--- src/rtl/rv32i_decode_stage.sv ---
// RV32I decode stage: combinational field/immediate/legality decode registered into a
// two-entry (main + skid) FIFO buffer with valid/ready handshakes on both sides.
module rv32i_decode_stage #(
    parameter int unsigned CHECK_ILLEGAL = 1
) (
    input  logic        clk,
    input  logic        rst,
    input  logic        in_valid,
    output logic        in_ready,
    input  logic [31:0] in_pc,
    input  logic [31:0] in_inst,
    output logic        out_valid,
    input  logic        out_ready,
    output logic [31:0] out_pc,
    output logic [6:0]  out_opcode,
    output logic [4:0]  out_rd,
    output logic [4:0]  out_rs1,
    output logic [4:0]  out_rs2,
    output logic [2:0]  out_funct3,
    output logic [6:0]  out_funct7,
    output logic [31:0] out_imm,
    output logic        out_uses_rs1,
    output logic        out_uses_rs2,
    output logic        out_writes_rd,
    output logic        out_illegal,
    input  logic        flush
);

    localparam logic [6:0] OPC_OP     = 7'h33;
    localparam logic [6:0] OPC_IMM    = 7'h13;
    localparam logic [6:0] OPC_LOAD   = 7'h03;
    localparam logic [6:0] OPC_STORE  = 7'h23;
    localparam logic [6:0] OPC_LUI    = 7'h37;
    localparam logic [6:0] OPC_AUIPC  = 7'h17;
    localparam logic [6:0] OPC_JAL    = 7'h6F;
    localparam logic [6:0] OPC_JALR   = 7'h67;
    localparam logic [6:0] OPC_BRANCH = 7'h63;
    localparam logic [6:0] OPC_SYSTEM = 7'h73;
    localparam logic [6:0] OPC_FENCE  = 7'h0F;

    typedef struct packed {
        logic [31:0] pc;
        logic [6:0]  opcode;
        logic [4:0]  rd;
        logic [4:0]  rs1;
        logic [4:0]  rs2;
        logic [2:0]  funct3;
        logic [6:0]  funct7;
        logic [31:0] imm;
        logic        uses_rs1;
        logic        uses_rs2;
        logic        writes_rd;
        logic        illegal;
    } entry_t;

    typedef enum logic [1:0] {EMPTY, ONE, TWO} occ_t;

    occ_t   state, state_nxt;
    entry_t dec, main_q, skid_q, main_nxt;
    logic   load_main, load_skid, main_from_skid;
    logic   acc, emit;
    logic   bad, u1, u2, wr;
    logic [6:0] op, f7;
    logic [2:0] f3;

    assign op = in_inst[6:0];
    assign f3 = in_inst[14:12];
    assign f7 = in_inst[31:25];

    always_comb begin
        bad     = 1'b0;
        u1      = 1'b0;
        u2      = 1'b0;
        wr      = 1'b0;
        dec.imm = {{20{in_inst[31]}}, in_inst[31:20]};
        case (op)
            OPC_OP: begin
                u1  = 1'b1;
                u2  = 1'b1;
                wr  = 1'b1;
                bad = !(f7 == 7'h00 || f7 == 7'h20) ||
                      (f7 == 7'h20 && !(f3 == 3'd0 || f3 == 3'd5));
            end
            OPC_IMM: begin
                u1  = 1'b1;
                wr  = 1'b1;
                bad = (f3 == 3'd1 && f7 != 7'h00) ||
                      (f3 == 3'd5 && !(f7 == 7'h00 || f7 == 7'h20));
            end
            OPC_LOAD: begin
                u1  = 1'b1;
                wr  = 1'b1;
                bad = (f3 == 3'd3) || (f3[2:1] == 2'b11);
            end
            OPC_STORE: begin
                u1      = 1'b1;
                u2      = 1'b1;
                bad     = (f3 > 3'd2);
                dec.imm = {{20{in_inst[31]}}, in_inst[31:25], in_inst[11:7]};
            end
            OPC_BRANCH: begin
                u1      = 1'b1;
                u2      = 1'b1;
                bad     = (f3[2:1] == 2'b01);
                dec.imm = {{19{in_inst[31]}}, in_inst[31], in_inst[7], in_inst[30:25],
                           in_inst[11:8], 1'b0};
            end
            OPC_JALR: begin
                u1  = 1'b1;
                wr  = 1'b1;
                bad = (f3 != 3'd0);
            end
            OPC_LUI, OPC_AUIPC: begin
                wr      = 1'b1;
                dec.imm = {in_inst[31:12], 12'b0};
            end
            OPC_JAL: begin
                wr      = 1'b1;
                dec.imm = {{11{in_inst[31]}}, in_inst[31], in_inst[19:12], in_inst[20],
                           in_inst[30:21], 1'b0};
            end
            OPC_SYSTEM: begin
                // funct12 of 0x000/0x001 (ECALL/EBREAK) means bits [31:21] are all zero
                u1  = (f3[2] == 1'b0) && (f3[1:0] != 2'b00);
                wr  = (f3 != 3'd0);
                bad = (f3 == 3'd4) || (f3 == 3'd0 && in_inst[31:21] != 11'd0);
            end
            OPC_FENCE: ;
            default: bad = 1'b1;
        endcase
        if (in_inst[1:0] != 2'b11) bad = 1'b1;

        dec.pc        = in_pc;
        dec.opcode    = op;
        dec.rd        = in_inst[11:7];
        dec.rs1       = in_inst[19:15];
        dec.rs2       = in_inst[24:20];
        dec.funct3    = f3;
        dec.funct7    = f7;
        dec.illegal   = (CHECK_ILLEGAL != 0) && bad;
        dec.uses_rs1  = u1 && !dec.illegal;
        dec.uses_rs2  = u2 && !dec.illegal;
        dec.writes_rd = wr && (in_inst[11:7] != 5'd0) && !dec.illegal;
    end

    assign acc  = in_valid && in_ready && !flush;
    assign emit = out_valid && out_ready && !flush;

    always_ff @(posedge clk) begin
        if (rst) begin
            state    <= EMPTY;
            in_ready <= 1'b0;
            main_q   <= '0;
            skid_q   <= '0;
        end else begin
            state    <= state_nxt;
            in_ready <= (state_nxt != TWO);
            if (load_main) main_q <= main_nxt;
            if (load_skid) skid_q <= dec;
        end
    end

    always_comb begin
        state_nxt      = state;
        load_main      = 1'b0;
        load_skid      = 1'b0;
        main_from_skid = 1'b0;
        if (flush) begin
            state_nxt = EMPTY;
        end else begin
            case (state)
                EMPTY: if (acc) begin
                    state_nxt = ONE;
                    load_main = 1'b1;
                end
                ONE: begin
                    if (acc && emit) begin
                        load_main = 1'b1;
                    end else if (acc) begin
                        state_nxt = TWO;
                        load_skid = 1'b1;
                    end else if (emit) begin
                        state_nxt = EMPTY;
                    end
                end
                TWO: if (emit) begin
                    state_nxt      = ONE;
                    load_main      = 1'b1;
                    main_from_skid = 1'b1;
                end
                default: state_nxt = EMPTY;
            endcase
        end
        main_nxt = main_from_skid ? skid_q : dec;
    end

    always_comb begin
        out_valid     = (state != EMPTY);
        out_pc        = main_q.pc;
        out_opcode    = main_q.opcode;
        out_rd        = main_q.rd;
        out_rs1       = main_q.rs1;
        out_rs2       = main_q.rs2;
        out_funct3    = main_q.funct3;
        out_funct7    = main_q.funct7;
        out_imm       = main_q.imm;
        out_uses_rs1  = main_q.uses_rs1;
        out_uses_rs2  = main_q.uses_rs2;
        out_writes_rd = main_q.writes_rd;
        out_illegal   = main_q.illegal;
    end

endmodule

--- config.mk ---
export PLATFORM = sky130hd
export DESIGN_NAME = rv32i_decode_stage
export DESIGN_NICKNAME = d
export VERILOG_FILES = /design/src/rtl/rv32i_decode_stage.sv
export SDC_FILE = /design/constraint.sdc
export NUM_CORES = 1
export LEC_CHECK = 0
export ABC_AREA = 1
export BUFFER_PORTS_ARGS = -buffer_cell sky130_fd_sc_hd__buf_2
export CAP_MARGIN = 20
export CORE_MARGIN = 1
export CORE_UTILIZATION = 50
export DETAILED_ROUTE_END_ITERATION = 8
export GPL_ROUTABILITY_DRIVEN = 1
export PLACE_DENSITY = 0.76
export SETUP_SLACK_MARGIN = 0.02
export SYNTH_ARGS = -nofsm -noshare
export SYNTH_HDL_FRONTEND = slang
export SYNTH_SLANG_ARGS = --single-unit
export TNS_END_PERCENT = 10
--- constraint.sdc ---
create_clock -name clk -period 1.6 [get_ports clk]
set_clock_uncertainty 0.2 [all_clocks]
set_input_delay 0.24 -clock clk [delete_from_list [all_inputs] [get_ports clk]]
set_output_delay 0.24 -clock clk [all_outputs]
set_load 0.03 [all_outputs]
* Yosys cells after proc, flatten, opt, wreduce, memory -nomap -nowiden
Index checks and enable logic that the tools add are counted.
** Word-level totals
- Bits in registers :: 203
- Input bits :: 69
- Output and inout port bits :: 102
- Logic and storage cells :: 112
** Operators by class
- Magnitude comparators :: 1
- Eq/ne operators :: 22
- Mux-type cells :: 24
- Bitwise logic cells :: 1
- Reductions and logical operators :: 38
** Operators with widths (number)
- 31-bit case mux with 4 select lines :: 1
- 100-bit two-way mux :: 1
- 7-bit by 6-bit == test with 1-bit output (second input constant) :: 4
- 7-bit == test (second input constant) :: 4
- 7-bit by 5-bit == test with 1-bit output (second input constant) :: 2
- 1-bit logical AND :: 14
- 2-bit two-way mux :: 6
- 1-bit two-way mux :: 11
- 11-bit nonzero test :: 1
- 1-bit case mux with 8 select lines :: 1
- 7-bit by 2-bit == test with 1-bit output (second input constant) :: 1
- 7-bit by 4-bit == test with 1-bit output (second input constant) :: 1
- 7-bit logical NOT :: 1
- 7-bit nonzero test :: 1
- 7-bit OR reduction :: 1
- 3-bit == test (second input constant) :: 2
- 1-bit logical OR :: 6
- 2-bit case mux with 3 select lines :: 1
- 6-bit OR reduction :: 1
- 5-bit nonzero test :: 1
- 2-bit by 1-bit == test with 1-bit output (second input constant) :: 2
- 2-bit == test (second input constant) :: 2
- 1-bit logical NOT :: 4
- 2-bit != test (second input constant) :: 2
- 13 further kinds :: 15

* Depth between registers and ports, before layout
Gate-level depths: netlist of run 1.
- Depth after elaboration :: 10
- Gate-level depth with buffers :: 12
- Depth with buffers taken out :: 12

* Worst setup path after synthesis of run 1
Ideal clock, no wire load.
- Path kind :: register to register
- Start :: reg in_ready
- End :: reg skid_q[40] (netlist name)
- Library setup time :: 0.120 ns
- Data arrival time :: 1.468 ns
- Data required time :: 1.280 ns
- Path slack :: -0.188 ns
- Stages on the path, launching flop included :: 9
- Buffers on the path :: 3
- Clock period less this slack :: 1.788 ns
- Path through :: dfxtp_1 -> nand3_1 -> nor2_2 -> inv_2 -> nor2_2 -> buf_4 -> buf_4 -> buf_2 -> a21oi_1
** Between the ends
- Word-level cells in the longest chain between the ends :: 6
- Elaborated cells on any way between the ends :: 7
- Those cells by class :: mux (4); reduce/logical (3)
** Ends and longest elaborated chain
- start: declaration :: RTL line 9 : output logic in_ready,
- start signal: assignment :: RTL line 157 : in_ready <= (state_nxt != TWO);
- 1-bit logical AND (*) (2 in a row) :: RTL line 146 : assign acc = in_valid && in_ready && !flush;
- 1-bit two-way mux or 1-bit logical AND (tied branches) :: RTL line 179, 177
- 1-bit two-way mux (*) :: RTL line 177 : if (acc && emit) begin
- 1-bit two-way mux (*) :: RTL line 171 : case (state)
- 1-bit two-way mux (*) :: RTL line 168 : if (flush) begin
- end signal: assignment :: RTL line 154 : skid_q <= '0;
- end signal: assignment :: RTL line 159 : if (load_skid) skid_q <= dec;
- end: declaration :: RTL line 59 : entry_t dec, main_q, skid_q, main_nxt;
Mark *: on every way between the ends. The rest lies on a longest branch, timed or not.
A chain may end at the register's enable or synchronous reset.

* Worst setup path after layout of run 1
- Start :: reg state[1]
- End :: reg main_q, in the netlist out_opcode[6]
** Between the ends
- Word-level cells in the longest chain between the ends :: 7
- Elaborated cells on any way between the ends :: 14
- Those cells by class :: eq/ne (2); mux (7); reduce/logical (5)
** Ends and longest elaborated chain
- start: declaration :: RTL line 58 : occ_t state, state_nxt;
- start signal: assignment :: RTL line 156 : state <= state_nxt;
- 2-bit nonzero test :: RTL line 198 : out_valid = (state != EMPTY);
- 1-bit logical AND (2 in a row) :: RTL line 147 : assign emit = out_valid && out_ready && !flush;
- 1-bit logical AND or 1-bit two-way mux (tied branches) :: RTL line 177, 186
- 1-bit two-way mux (on tied branches) :: RTL line 177, 171
- 1-bit case mux with 3 select lines or 1-bit two-way mux (tied branches) :: RTL line 171, 168
- 1-bit two-way mux or 100-bit two-way mux (tied branches) :: RTL line 168, 194
- end signal: assignment :: RTL line 158 : if (load_main) main_q <= main_nxt;
- end: declaration :: RTL line 59
Parallel ways exist; a longest one is shown, timed or not.

==> flow_metrics.env, run 1 <==
export IMPL_status="finished with violations"
export IMPL_violations="negative setup slack"
export IMPL_finalPower_mw=12.0
export IMPL_worstSetupPathType="flop to flop"
export IMPL_crit_chain="inv_4, nand2_4, nor2_4, nand2_2, nand3_4, buf_6, buf_12, o21ai_0, a31oi_1"
export IMPL_max_freq_ghz=0.569
export IMPL_period_share_pct=110
export IMPL_cts_tree="done"
export IMPL_synthCells=1141
export IMPL_r2r_cells=9
export IMPL_ios=171
export IMPL_final_area_sq_um=12600
export IMPL_core_area_sq_um=16600
export IMPL_grt_pass1_vias=8957
export IMPL_slowest_stage="dfxtp_4"
export IMPL_path_delay_family="simple AND/OR/NAND/NOR gates"
export IMPL_num_vias=9440
export IMPL_antenna_found_initial=0
export IMPL_fin_util_pct=75.4
export IMPL_drive_above_1_share_pct=27.5
export IMPL_rsz0062_at_grt="true"
export IMPL_cap_violations=0
export IMPL_hold_depth=4
export IMPL_dieWidth_microns=133
export IMPL_pwr_share_clk_pct=43.1
export IMPL_cts_buffer_depth=3
export IMPL_placed_area_sq_um=10200
export IMPL_grt_max_degree=75
export IMPL_worstReg2RegEnd="out_opcode[6]$_SDFFE_PP0P_"
export IMPL_routedWlPerCell_microns=18.0
export IMPL_setup_viol=200
export IMPL_maxSlewHeadroom_pct=78.6
export IMPL_worstSetupEndpointType="flop"
export IMPL_reg2reg_from="state[1]$_SDFF_PP0_"
export IMPL_ir_worst_vdd_mv=0.736
export IMPL_initial_core_util_pct=51.2
export IMPL_layout_common_cells="dfxtp_1, nand2_1, buf_2"
export IMPL_place_gp_congestion=0.946
export IMPL_portBuffers=170
export IMPL_cts_sinks=201
export IMPL_crit_path_max_fanout=29
export IMPL_firstDrtPassIters=6
export IMPL_min_delay_start="in_inst[5]"
export IMPL_combPwrFrac_pct=13.2
export IMPL_grt_pass1_wl_microns=45500
export IMPL_multi_input_area_sq_um=3990
export IMPL_antenna_left=0
export IMPL_p_sw_share_pct=25.5
export IMPL_min_period_ns=1.76
export IMPL_syn_area_per_cell_sq_um=7.47
export IMPL_final_nets=1510
export IMPL_cts_buffers=22
export IMPL_cts_htree_levels=1
export IMPL_n_fill_cell=1143
export IMPL_yosysWarningCount=0
export IMPL_yosys_cell_types_count=31
export IMPL_finalHoldViolCount=0
export IMPL_clk_latency_ns=0.50
export IMPL_ys_seq_area_share_pct=47.2
export IMPL_holdPathEnd="skid_q[66]$_SDFFE_PP0P_"
export IMPL_p_leak_nw=5.95
export IMPL_clk_pin_slew_worst_paths_ns=0.06
export IMPL_whs_ns=0.0399
export IMPL_start_kind="flop"
export IMPL_drt_wl_total_microns=30200
export IMPL_synth_ff_latch_count=201
export IMPL_final_common_cell="dfxtp_1"
export IMPL_reg2reg_slack_ns=-0.16
export IMPL_pwr_share_seq_pct=43.6
export IMPL_drv_slew=0
export IMPL_die_height_microns=133
export IMPL_cts_root_buf="clkbuf_16"
export IMPL_fin_ws_ns=-0.156
export IMPL_crit_buf_inv=3
export IMPL_grt_overflow=0
export IMPL_register_area_sq_um=4040
export IMPL_dieArea_sq_um=17600
export IMPL_synth_nets=1210
export IMPL_syn_area_sq_um=8520
export IMPL_area_growth_pct=47.3
export IMPL_hold_class="input port to flop"
export IMPL_intPower_mw=8.97
export IMPL_first_iter_violations=867
export IMPL_worst_pin_slew_ns=0.318
export IMPL_tns_ns=-13.64
export IMPL_place_ws_ns=-0.202
export IMPL_drc=0
export IMPL_num_antenna_cells=0
export IMPL_powerDensity_nw_per_um2=960
export IMPL_critPathRequiredTime_ns=1.82
export IMPL_slowest_delay_ns=0.36
export IMPL_place_inst=1527
export IMPL_stdcell_count=1676
export IMPL_via_per_inst=5.63
export IMPL_rows=47
export IMPL_cp_arrival_ns=1.98
export IMPL_switching_power_mw=3.07
export IMPL_hpwlAfterDp_microns=16000
export IMPL_grt_usage_pct=31.7
## power by group through the flow
stage | Combinational, mW | Clock, mW | Sequential [mW]
floorplan | 0.473 | 0 | 5.62
global placement | 1.27 | 0 | 5.35
detailed placement | 1.28 | 0 | 5.35
CTS | 1.45 | 5.24 | 5.25
global route | 1.69 | 5.45 | 5.27
finish | 1.59 | 5.20 | 5.26
## cell type report
| cell class | instances | area share (%) |
|---|---|---|
| Clock buffer | 32 | 5.25 |
| Clock inverter | 7 | 0.678 |
| Inverter | 69 | 2.28 |
| Multi-Input combinational cell | 782 | 31.8 |
| Sequential cell | 201 | 32.1 |
| Tap cell | 220 | 2.19 |
| Timing Repair Buffer | 365 | 25.7 |
## cells in the mapped netlist, drive strengths merged
cell type | n | area [sq um]
nand4 | 5 | 31.3
nand3 | 24 | 135
o21ai | 219 | 1130
a21oi | 110 | 551
dfxtp | 201 | 4020
nand2 | 207 | 836
o22ai | 1 | 6.26
o21bai | 10 | 75.1
nor3 | 3 | 15.0
clkbuf | 49 | 184
o21a | 16 | 120
clkinv | 1 | 3.75
o2111ai | 1 | 8.76
buf | 40 | 235
a21o | 1 | 7.51
a31oi | 64 | 400
inv | 68 | 260
nor2 | 121 | 504
## worst max-delay path by stage
stage / start / end / cells after the start / slack, ns
after floorplan: in_ready$_SDFF_PP0_ / skid_q[40]$_SDFFE_PP0P_ / 8 / -0.01
after global placement: state[1]$_SDFF_PP0_ / out_rd[4]$_SDFFE_PP0P_ / 8 / -0.17
after detailed placement: in_inst[0] / skid_q[0]$_SDFFE_PP0P_ / 13 / -0.20
after CTS: state[0]$_SDFF_PP0_ / out_valid / 3 / -0.09
after global routing: state[1]$_SDFF_PP0_ / skid_q[16]$_SDFFE_PP0P_ / 11 / -0.22
final: state[1]$_SDFF_PP0_ / out_opcode[6]$_SDFFE_PP0P_ / 9 / -0.16
## per-layer routing
metal / track usage, % / wire [microns]
met5: 0 / 0
met4: 12.4 / 986
met3: 6.40 / 2950
met2: 51.9 / 14200
met1: 41.0 / 12100
## repair_timing
| action | CTS | global route |
|---|---|---|
| setup endpoints to repair | 194 | 202 |
| pin swaps | 6 | 19 |
| endpoints found under the hold margin | 143 | 6 |
| buffers inserted | 8 | 7 |
| cloned | 11 | 7 |
| gates resized for setup | 59 | 98 |
| hold buffers | 76 | 6 |
## registers in the layout, indices dropped and copies added, names as in the netlist
name,flops
out_rs1,5
out_writes_rd,1
in_ready,1
out_uses_rs2,1
out_funct7,7
state,2
skid_q,99
out_opcode,7
out_funct3,3
out_pc,32
out_rd,5
out_rs2,5
out_illegal,1
out_imm,31
out_uses_rs1,1
## logic make-up after synthesis
logic type	Yosys count	share of synthesized area (%)
DFF	201	47.2
and+or+nand+nor	360	17.9
buffers and inverters	158	8.02
AOI/OAI and AO/OA	422	26.9
## worst register-to-register path: cells and delay by family, from the launching register on
kind	cells	cell delay [ns]
AOI/OAI and AO/OA	2	0.32
DFF	1	0.36
and+or+nand+nor	4	0.42
buffers and inverters	3	0.38
Power figures use the tool's default switching activity.
==> run 2: changes to the inputs <==
Settings changed: CORE_MARGIN 1 to 4, CORE_UTILIZATION 50 to 43, PLACE_DENSITY 0.76 to 0.67.
==> run 2 against run 1 <==
The flow still finishes with violations (negative setup slack). First-iteration DRC count grew 3.9%. Hold slack gained 0.040 ns. Fmax shrank 0.54%. Critical path type unchanged. Critical endpoint is now skid_q[58]$_SDFFE_PP0P_.
==> flow_metrics.env, run 2 (synthesis gave the netlist of run 1 again) <==
export IMPL_status="finished with violations"
export IMPL_violations="negative setup slack"
export IMPL_cts_root_buf="clkbuf_16"
export IMPL_final_area_sq_um=12900
export IMPL_core_area_sq_um=19500
export IMPL_slowest_delay_ns=0.34
export IMPL_cts_buffer_depth=3
export IMPL_final_nets=1539
export IMPL_multi_input_area_sq_um=4010
export IMPL_fin_ws_ns=-0.166
export IMPL_worstReg2RegEnd="skid_q[58]$_SDFFE_PP0P_"
export IMPL_holdPathEnd="out_opcode[6]$_SDFFE_PP0P_"
export IMPL_hold_class="input port to flop"
export IMPL_placed_area_sq_um=10300
export IMPL_crit_chain="inv_4, nand2_4, nor2_4, inv_2, nor2_4, buf_8, buf_12, buf_12, o21ai_1, a21oi_1"
export IMPL_antenna_left=0
export IMPL_r2r_cells=10
export IMPL_n_fill_cell=1576
export IMPL_cap_violations=0
export IMPL_drv_slew=0
export IMPL_dieWidth_microns=149
export IMPL_drc=0
export IMPL_critPathRequiredTime_ns=1.81
export IMPL_routedWlPerCell_microns=18.3
export IMPL_firstDrtPassIters=7
export IMPL_crit_path_max_fanout=7
export IMPL_initial_core_util_pct=43.8
export IMPL_num_antenna_cells=0
export IMPL_portBuffers=170
export IMPL_cts_buffers=21
export IMPL_cts_tree="done"
export IMPL_grt_pass1_vias=8786
export IMPL_maxSlewHeadroom_pct=73.2
export IMPL_cts_sinks=201
export IMPL_num_vias=9492
export IMPL_worstSetupEndpointType="flop"
export IMPL_grt_pass1_wl_microns=46800
export IMPL_min_delay_start="in_inst[6]"
export IMPL_antenna_found_initial=0
export IMPL_layout_common_cells="dfxtp_1, nand2_1, buf_2"
export IMPL_via_per_inst=5.42
export IMPL_finalHoldViolCount=0
export IMPL_slowest_stage="dfxtp_2"
export IMPL_reg2reg_from="state[1]$_SDFF_PP0_"
export IMPL_path_delay_family="buffers and inverters"
export IMPL_whs_ns=0.0802
export IMPL_drive_above_1_share_pct=29.2
export IMPL_grt_usage_pct=25.8
export IMPL_cts_htree_levels=1
export IMPL_grt_overflow=0
export IMPL_p_leak_nw=6.12
export IMPL_ios=171
export IMPL_clk_pin_slew_worst_paths_ns=0.06
export IMPL_hold_depth=4
export IMPL_crit_buf_inv=5
export IMPL_clk_latency_ns=0.50
export IMPL_fin_util_pct=66.5
export IMPL_final_common_cell="dfxtp_1"
export IMPL_die_height_microns=149
export IMPL_reg2reg_slack_ns=-0.17
export IMPL_grt_max_degree=40
export IMPL_max_freq_ghz=0.566
export IMPL_place_gp_congestion=1.00
export IMPL_drt_wl_total_microns=32100
export IMPL_cp_arrival_ns=1.98
export IMPL_period_share_pct=110
export IMPL_largest_register_ffs=99
export IMPL_hpwlAfterDp_microns=17100
export IMPL_area_growth_pct=51.9
export IMPL_finalPower_mw=11.8
export IMPL_tns_ns=-10.24
export IMPL_setup_viol=176
export IMPL_regMostFlops="skid_q"
export IMPL_place_ws_ns=-0.177
export IMPL_rows=51
export IMPL_worstSetupPathType="flop to flop"
export IMPL_ir_worst_vdd_mv=0.699
export IMPL_first_iter_violations=901
export IMPL_start_kind="flop"
export IMPL_rsz0062_at_grt="true"
export IMPL_powerDensity_nw_per_um2=909
export IMPL_register_area_sq_um=4030
export IMPL_worst_pin_slew_ns=0.398
export IMPL_stdcell_count=1750
export IMPL_dieArea_sq_um=22100
export IMPL_min_period_ns=1.77
export IMPL_place_inst=1588
run 2: what timing repair did:
| item | in CTS | in global routing |
|---|---|---|
| gates resized for setup | 66 | 83 |
| hold buffers | 78 | 2 |
| setup endpoints to repair | 192 | 200 |
| hold endpoints to repair | 141 | 2 |
| pin swaps | 11 | 13 |
| gates cloned | 10 | 16 |
| buffers inserted | 10 | 10 |
run 2: worst reg2reg max path, cell delays in order (launching register included):
cell and delay (ns):
dfxtp_2 0.34, inv_4 0.08, nand2_4 0.06, nor2_4 0.14
inv_2 0.06, nor2_4 0.12, buf_8 0.15, buf_12 0.16
buf_12 0.13, o21ai_1 0.07, a21oi_1 0.18
run 2: worst max-delay path by stage:
stage | from | end | cells past startpoint
floorplan | in_ready$_SDFF_PP0_ | skid_q[40]$_SDFFE_PP0P_ | 8
global placement | state[1]$_SDFF_PP0_ | out_rs1[1]$_SDFFE_PP0P_ | 8
detailed placement | in_inst[3] | out_imm[7]$_SDFFE_PP0P_ | 10
CTS | state[0]$_SDFF_PP0_ | out_valid | 4
global route | state[1]$_SDFF_PP0_ | skid_q[58]$_SDFFE_PP0P_ | 10
finish | state[1]$_SDFF_PP0_ | skid_q[58]$_SDFFE_PP0P_ | 10
run 2: layout make-up:
class / count / area share [%]
clock buffer: 31 / 4.66
clock inverter: 7 / 0.493
inverter: 69 / 2.23
multi-input combinational: 782 / 31.0
sequential: 201 / 31.2
tap: 265 / 2.56
timing repair buffer: 395 / 27.9
run 2: where the power goes:
group	switching [mW]	total, mW	leakage [nW]	internal, mW
Clock	2.02	4.79	0.333	2.78
Combinational	0.998	1.72	4.15	0.718
Sequential	0.0935	5.26	1.63	5.16
Total	3.11	11.8	6.12	8.66
run 2: layer usage:
| metal | wire length, microns | vias to the layer above | track usage (%) | share of wire [%] |
|---|---|---|---|---|
| li1 | - | 4515 | - | - |
| met1 | 13700 | 4451 | 36.3 | 43 |
| met2 | 14700 | 473 | 41.1 | 46 |
| met3 | 3150 | 53 | 5.38 | 9.8 |
| met4 | 573 | 0 | 6.04 | 1.8 |
| met5 | 0 | - | 0 | 0 |
